File: config.mk
export PLATFORM = sky130hd
export DESIGN_NAME = audio_sequencer
export DESIGN_NICKNAME = d
export VERILOG_FILES = /design/src/rtl/audio_pkg.sv /design/src/rtl/sample_fetch.sv /design/src/rtl/audio_sequencer.sv
export SDC_FILE = /design/constraint.sdc
export NUM_CORES = 1
export LEC_CHECK = 0
export ABC_AREA = 1
export CELL_PAD_IN_SITES_DETAIL_PLACEMENT = 0
export CELL_PAD_IN_SITES_GLOBAL_PLACEMENT = 1
export CORE_MARGIN = 1.5
export CORE_UTILIZATION = 41
export CTS_CLUSTER_DIAMETER = 200
export DETAILED_ROUTE_END_ITERATION = 7
export PLACE_DENSITY_LB_ADDON = 0.3
export SYNTH_ARGS = -nofsm -noshare
export SYNTH_HDL_FRONTEND = slang
export SYNTH_SLANG_ARGS = --single-unit
File: constraint.sdc
create_clock -name clk -period 2.6 [get_ports clk]
set_input_delay 0.52 -clock clk [delete_from_list [all_inputs] [get_ports clk]]
set_output_delay 0.52 -clock clk [all_outputs]
set_load 0.01 [all_outputs]
File: src/rtl/audio_pkg.sv
// Shared audio/game definitions: state codes, ROM address width, clip ranges.
// Also imported by the game FSM so both sides agree on the state encoding.
package audio_pkg;

  localparam int ADDR_W = 23;

  typedef logic [ADDR_W-1:0] addr_t;

  typedef enum logic [3:0] {
    GS_IDLE        = 4'd0,
    GS_START_DELAY = 4'd1,
    GS_PLAY0       = 4'd2,
    GS_PLAY1       = 4'd3,
    GS_PLAY2       = 4'd4,
    GS_MISSED      = 4'd5,
    GS_WHACKED     = 4'd6,
    GS_SAFE_STEP   = 4'd7,
    GS_GAME_OVER   = 4'd8,
    GS_HOLD0       = 4'd9,
    GS_HOLD1       = 4'd10
  } game_state_e;

  typedef enum logic [1:0] {
    SEQ_SILENT,
    SEQ_MUSIC,
    SEQ_SFX
  } seq_state_e;

  typedef struct packed {
    addr_t start;
    addr_t last;
  } clip_t;

  localparam addr_t DEF_MUSIC_START = 23'h00000;
  localparam addr_t DEF_MUSIC_END   = 23'h4FFFF;
  localparam addr_t DEF_WHACK_START = 23'h50000;
  localparam addr_t DEF_WHACK_END   = 23'h51FFF;
  localparam addr_t DEF_MISS_START  = 23'h52000;
  localparam addr_t DEF_MISS_END    = 23'h53FFF;
  localparam addr_t DEF_OVER_START  = 23'h54000;
  localparam addr_t DEF_OVER_END    = 23'h57FFF;

  function automatic logic is_audible(logic [3:0] gs);
    return (gs >= GS_PLAY0 && gs <= GS_SAFE_STEP)
        || gs == GS_HOLD0
        || gs == GS_HOLD1;
  endfunction

  function automatic logic is_quiet(logic [3:0] gs);
    return gs == GS_IDLE || gs == GS_START_DELAY;
  endfunction

  function automatic logic ends_silent(logic [3:0] gs);
    return is_quiet(gs) || gs == GS_GAME_OVER;
  endfunction

endpackage

File: src/rtl/sample_fetch.sv
// Two-cycle fetch/capture pipeline: registers the ROM address on issue
// and captures rom_data two clocks later, muted issues capture zero.
module sample_fetch
  import audio_pkg::*;
#(
  parameter addr_t RESET_ADDR = DEF_MUSIC_START
) (
  input  logic              clk,
  input  logic              rst_n,
  input  logic              ready_i,
  input  logic              mute_i,
  input  addr_t             addr_i,
  input  logic signed [7:0] rom_data_i,
  output addr_t             rom_address_o,
  output logic signed [7:0] sample_o
);

  addr_t             addr_q;
  logic [1:0]        vld_q;
  logic [1:0]        mute_q;
  logic signed [7:0] sample_q;

  always_ff @(posedge clk or negedge rst_n) begin
    if (!rst_n) begin
      addr_q   <= RESET_ADDR;
      vld_q    <= '0;
      mute_q   <= '0;
      sample_q <= '0;
    end else begin
      if (ready_i && !mute_i) begin
        addr_q <= addr_i;
      end
      vld_q  <= {vld_q[0], ready_i};
      mute_q <= {mute_q[0], mute_i};
      if (vld_q[1]) begin
        sample_q <= mute_q[1] ? 8'sd0 : rom_data_i;
      end
    end
  end

  assign rom_address_o = addr_q;
  assign sample_o      = sample_q;

endmodule

File: src/rtl/audio_sequencer.sv
// Background music / sound-effect sequencer feeding the codec.
// Effects preempt music; music position is kept while an effect plays.
module audio_sequencer
  import audio_pkg::*;
#(
  parameter addr_t MUSIC_START = DEF_MUSIC_START,
  parameter addr_t MUSIC_END   = DEF_MUSIC_END,
  parameter addr_t WHACK_START = DEF_WHACK_START,
  parameter addr_t WHACK_END   = DEF_WHACK_END,
  parameter addr_t MISS_START  = DEF_MISS_START,
  parameter addr_t MISS_END    = DEF_MISS_END,
  parameter addr_t OVER_START  = DEF_OVER_START,
  parameter addr_t OVER_END    = DEF_OVER_END
) (
  input  logic              clk,
  input  logic              reset_n,
  input  logic              ready,
  input  logic [3:0]        game_state,
  input  logic signed [7:0] rom_data,
  output addr_t             rom_address,
  output addr_t             music_address,
  output logic signed [7:0] audio_out,
  output logic              sfx_active
);

  seq_state_e state_q, state_d;
  logic [3:0] gs_q;
  addr_t      music_q, music_d;
  addr_t      ptr_q, ptr_d;
  addr_t      end_q, end_d;
  logic       sfx_q;

  logic       trig;
  clip_t      trig_clip;
  seq_state_e eff_state;
  addr_t      eff_ptr;
  addr_t      eff_end;

  logic       mute;
  addr_t      fetch_addr;

  always_comb begin
    trig      = 1'b0;
    trig_clip = '0;
    if (game_state != gs_q) begin
      unique case (1'b1)
        (game_state == GS_WHACKED): begin
          trig      = 1'b1;
          trig_clip = '{start: WHACK_START, last: WHACK_END};
        end
        (game_state == GS_MISSED): begin
          trig      = 1'b1;
          trig_clip = '{start: MISS_START, last: MISS_END};
        end
        (game_state == GS_GAME_OVER): begin
          trig      = 1'b1;
          trig_clip = '{start: OVER_START, last: OVER_END};
        end
        default: ;
      endcase
    end
  end

  // A trigger takes effect before any ready seen in the same cycle.
  always_comb begin
    eff_state = trig ? SEQ_SFX : state_q;
    eff_ptr   = trig ? trig_clip.start : ptr_q;
    eff_end   = trig ? trig_clip.last : end_q;
  end

  always_ff @(posedge clk or negedge reset_n) begin
    if (!reset_n) begin
      state_q <= SEQ_SILENT;
      gs_q    <= '0;
      music_q <= MUSIC_START;
      ptr_q   <= '0;
      end_q   <= '0;
      sfx_q   <= 1'b0;
    end else begin
      state_q <= state_d;
      gs_q    <= game_state;
      music_q <= music_d;
      ptr_q   <= ptr_d;
      end_q   <= end_d;
      sfx_q   <= (state_d == SEQ_SFX);
    end
  end

  always_comb begin
    state_d = eff_state;
    unique case (eff_state)
      SEQ_SILENT: begin
        if (is_audible(game_state)) begin
          state_d = SEQ_MUSIC;
        end
      end
      SEQ_MUSIC: begin
        if (is_quiet(game_state)) begin
          state_d = SEQ_SILENT;
        end
      end
      SEQ_SFX: begin
        if (ready && eff_ptr == eff_end) begin
          state_d = ends_silent(game_state)
                  ? SEQ_SILENT : SEQ_MUSIC;
        end
      end
      default: state_d = SEQ_SILENT;
    endcase
  end

  always_comb begin
    music_d    = music_q;
    ptr_d      = eff_ptr;
    end_d      = eff_end;
    mute       = 1'b0;
    fetch_addr = music_q;
    unique case (eff_state)
      SEQ_SILENT: begin
        mute = 1'b1;
        if (is_quiet(game_state)) begin
          music_d = MUSIC_START;
        end
      end
      SEQ_MUSIC: begin
        if (is_quiet(game_state)) begin
          mute    = 1'b1;
          music_d = MUSIC_START;
        end else if (ready) begin
          music_d = (music_q == MUSIC_END)
                  ? MUSIC_START
                  : music_q + addr_t'(1);
        end
      end
      SEQ_SFX: begin
        fetch_addr = eff_ptr;
        if (ready) begin
          ptr_d = eff_ptr + addr_t'(1);
        end
      end
      default: mute = 1'b1;
    endcase
  end

  sample_fetch #(
    .RESET_ADDR (MUSIC_START)
  ) u_fetch (
    .clk           (clk),
    .rst_n         (reset_n),
    .ready_i       (ready),
    .mute_i        (mute),
    .addr_i        (fetch_addr),
    .rom_data_i    (rom_data),
    .rom_address_o (rom_address),
    .sample_o      (audio_out)
  );

  assign music_address = music_q;
  assign sfx_active    = sfx_q;

endmodule

==> results.yml <==
status:
  status: "finished, final reports clean"
critical_path:
  worst_path_max_delay_cell: "dlygate4sd2_1"
  end_kind: "register"
  cp_data_arrival_time_ps: 2630
  critPathLaunchType: "primary input"
  worstSetupPathType: "in -> reg"
  cp_max_fo: 7
  cpPeakStageDelay_ps: 320
  r2r_slack_ps: 330
  crit_chain: "dlygate4sd2_1, inv_2, nand2_1, nand2_1, nor2_2, nand2_2, nand2_4, nand2_1, inv_1, ha_1, nand4_1, inv_1, nand2_2, nor2_4, nand3_2, nor2_4, nand2_1, xnor2_1"
  cpMostUsedCell: "nand2_1"
  cp.required_ps: 2840
route:
  drt_iter0_drc: 322
  drc_errors: 0
  wl_per_cell_um: 14.43
  wl_um: 15030
  drtAntennaViolNets: 0
  first_pass_iters: 4
  vias: 5111
  avgViaCountPerCell: 4.905
grt:
  grt_pass1_vias: 5182
  antenna_found_initial: 0
  grt_first_pass_wirelength_um: 24790
  track_usage_pct: 21.90
  grt_max_degree: 89
  grt_overflow_total: 0
worst_hold_path:
  hold_path_class: "in -> async"
cts:
  htreeDepth: 3
  cts_sinks: 111
  insertion_delay_ps: 350
  holdBufCountCts: 0
  cts_made_buffers: 9
  max-clock-path-buffers: 2
  cts_root_buffer: "clkbuf_16"
  clk_pin_slew_ps: 70
  cts_tree: "built"
cells_and_area:
  final_core_util_pct: 55.98
  final_common_cell: "nand2_1"
  antenna_cells: 0
  final_cell_mix: "nand2_1 (171), dfrtp_1 (111), inv_1 (91)"
  drive_gt1_share_pct: 16.97
  final_nets: 878
  syn_to_final_growth_pct: 31.98
run:
  cap_violations: 0
power:
  p_leak_nw: 3.752
  ir_worst_vdd_mv: 0.2770
  power.density_nw_per_um2: 519.6
placed_design:
  globalplace.congestion: 0.9087
  dp_hpwl_um: 11320
  io_buffers: 69
floorplanning:
  io_pins: 70
  rows: 42
  fp.dieW_um: 120.5
  die-area_um2: 14520
  dieHeight_um: 120.5
  core_area_um2: 13350
  start_util_pct: 42.42
sta:
  drv_slew: 0
  timing.final.crit_share_pct: 92.03
  whs_ps: 64.41
  setup-violations-final: 0
  rsz0062_at_grt: "no"
  final-hold-violation-count: 0
  worst_slew_pin_slew_ps: 482.9
  maxSlewHeadroom_pct: 67.81
  clock_skew_ps: 6.144
  max_freq_mhz: 417.9
  finalCriticalPeriod_ps: 2393
logic_synthesis:
  synth_cells: 712
  postSynthAreaPerCell_um2: 7.952
  syn_area_um2: 5662
  syn_nets: 729
  synth-seq-cells: 111
  yosysWarnings: 0
  synth.distinct_cells: 39
  seq_area_frac_synth_pct: 49.06
[cells by family after synthesis]
family | after synthesis | share of synthesized area (%)
buffers and inverters | 121 | 8.707
XOR/XNOR | 25 | 3.867
flip-flops | 111 | 49.06
adder cells (fa/ha/maj) | 2 | 0.4419
AND/OR/NAND/NOR | 376 | 29.70
AO/OA/AOI/OAI | 77 | 8.221
[worst max-delay path, delay by kind of cell]
family | cells | cell delay [ps]
XOR/XNOR | 1 | 130
adder cells (fa/ha/maj) | 1 | 190
buffers and inverters | 4 | 560
AND/OR/NAND/NOR | 12 | 1230
[through the flow]
step	setup slack (ps)	total power, mW	cells	cell area, um2	TNS [ps]
4_1_cts	14.27	3.921	1040	7430	0
3_3_place_gp	-318.1	2.557	1024	7143	-10340
2_1_floorplan	176.8	2.186	712	5662	0
6_report	207.1	3.883	1042	7472	0
3_5_place_dp	-415.8	2.576	1024	7143	-15060
5_1_grt	12.56	4.070	1042	7472	0
[Yosys cell counts, drive strengths merged]
cell type	n	area [um2]
ha	2	25.02
nand3b	2	15.01
nor3	18	101.4
a211oi	1	7.510
a21oi	15	75.07
dfrtp	111	2778
o221ai	6	52.55
o21ai	35	193.9
a22oi	1	7.510
xnor2	5	43.79
o311ai	1	8.760
a2bb2oi	2	17.52
a31oi	15	93.84
nand4	10	62.56
and2	1	6.260
buf	12	83.82
nor4	3	18.77
inv	102	382.9
nand2	186	750.7
nor3b	3	22.52
and3	1	6.260
a311oi	1	8.760
nor2	95	402.9
nand3	57	295.3
clkbuf	7	26.28
xor2	20	175.2
[power breakdown]
group	switching [mW]	internal (mW)
clock network	0.632	0.702
logic	0.338	0.319
registers	0.0700	1.82
[routing by layer]
layer | vias up | global-route usage, % | share of wire (%)
met5 | - | 0 | 0
met4 | 0 | 8.603 | 2.3
met3 | 21 | 3.538 | 3.6
met2 | 89 | 35.19 | 48
met1 | 2429 | 29.71 | 46
li1 | 2572 | - | -
[state kept, by name, summed over array words and instances, names as in the netlist]
name                   flops
u_fetch.vld_q              2
u_fetch.mute_q             2
state_q                    2
music_address             23
u_fetch.rom_address_o     23
u_fetch.sample_o           8
ptr_q                     23
sfx_active                 1
end_q                     23
gs_q                       4
[final cells by class]
cell class                      count  area (um2)
Clock buffer                       11       252.7
Clock inverter                      5       32.53
Fill cell                        1273        5876
Inverter                          102       382.9
Multi-Input combinational cell    480        2396
Sequential cell                   111        2778
Tap cell                          176       220.2
Timing Repair Buffer              157        1410
[repair_timing]
| item | 4_1_cts | 5_1_grt |
|---|---|---|
| pin swaps | 1 | 2 |
| setup endpoints to repair | 5 | 19 |
| buffers inserted | 0 | 1 |
| cloned | 0 | 1 |
| endpoints found under the hold margin | 0 | 0 |
| resized for setup | 4 | 2 |
[final timing paths]
check | start | end | cells past startpoint
worst min-delay path | reset_n | u_fetch.sample_o[3] | 1
max in group asynchronous | reset_n | music_address[17] | 2
worst max register to register | gs_q[0] | ptr_q[16] | 16
min in group clk | u_fetch.vld_q[0] | u_fetch.vld_q[1] | 0
worst min register to register | u_fetch.vld_q[0] | u_fetch.vld_q[1] | 0
worst max-delay path | game_state[3] | ptr_q[16] | 18
No activity file was read; power rests on OpenSTA's default activity.
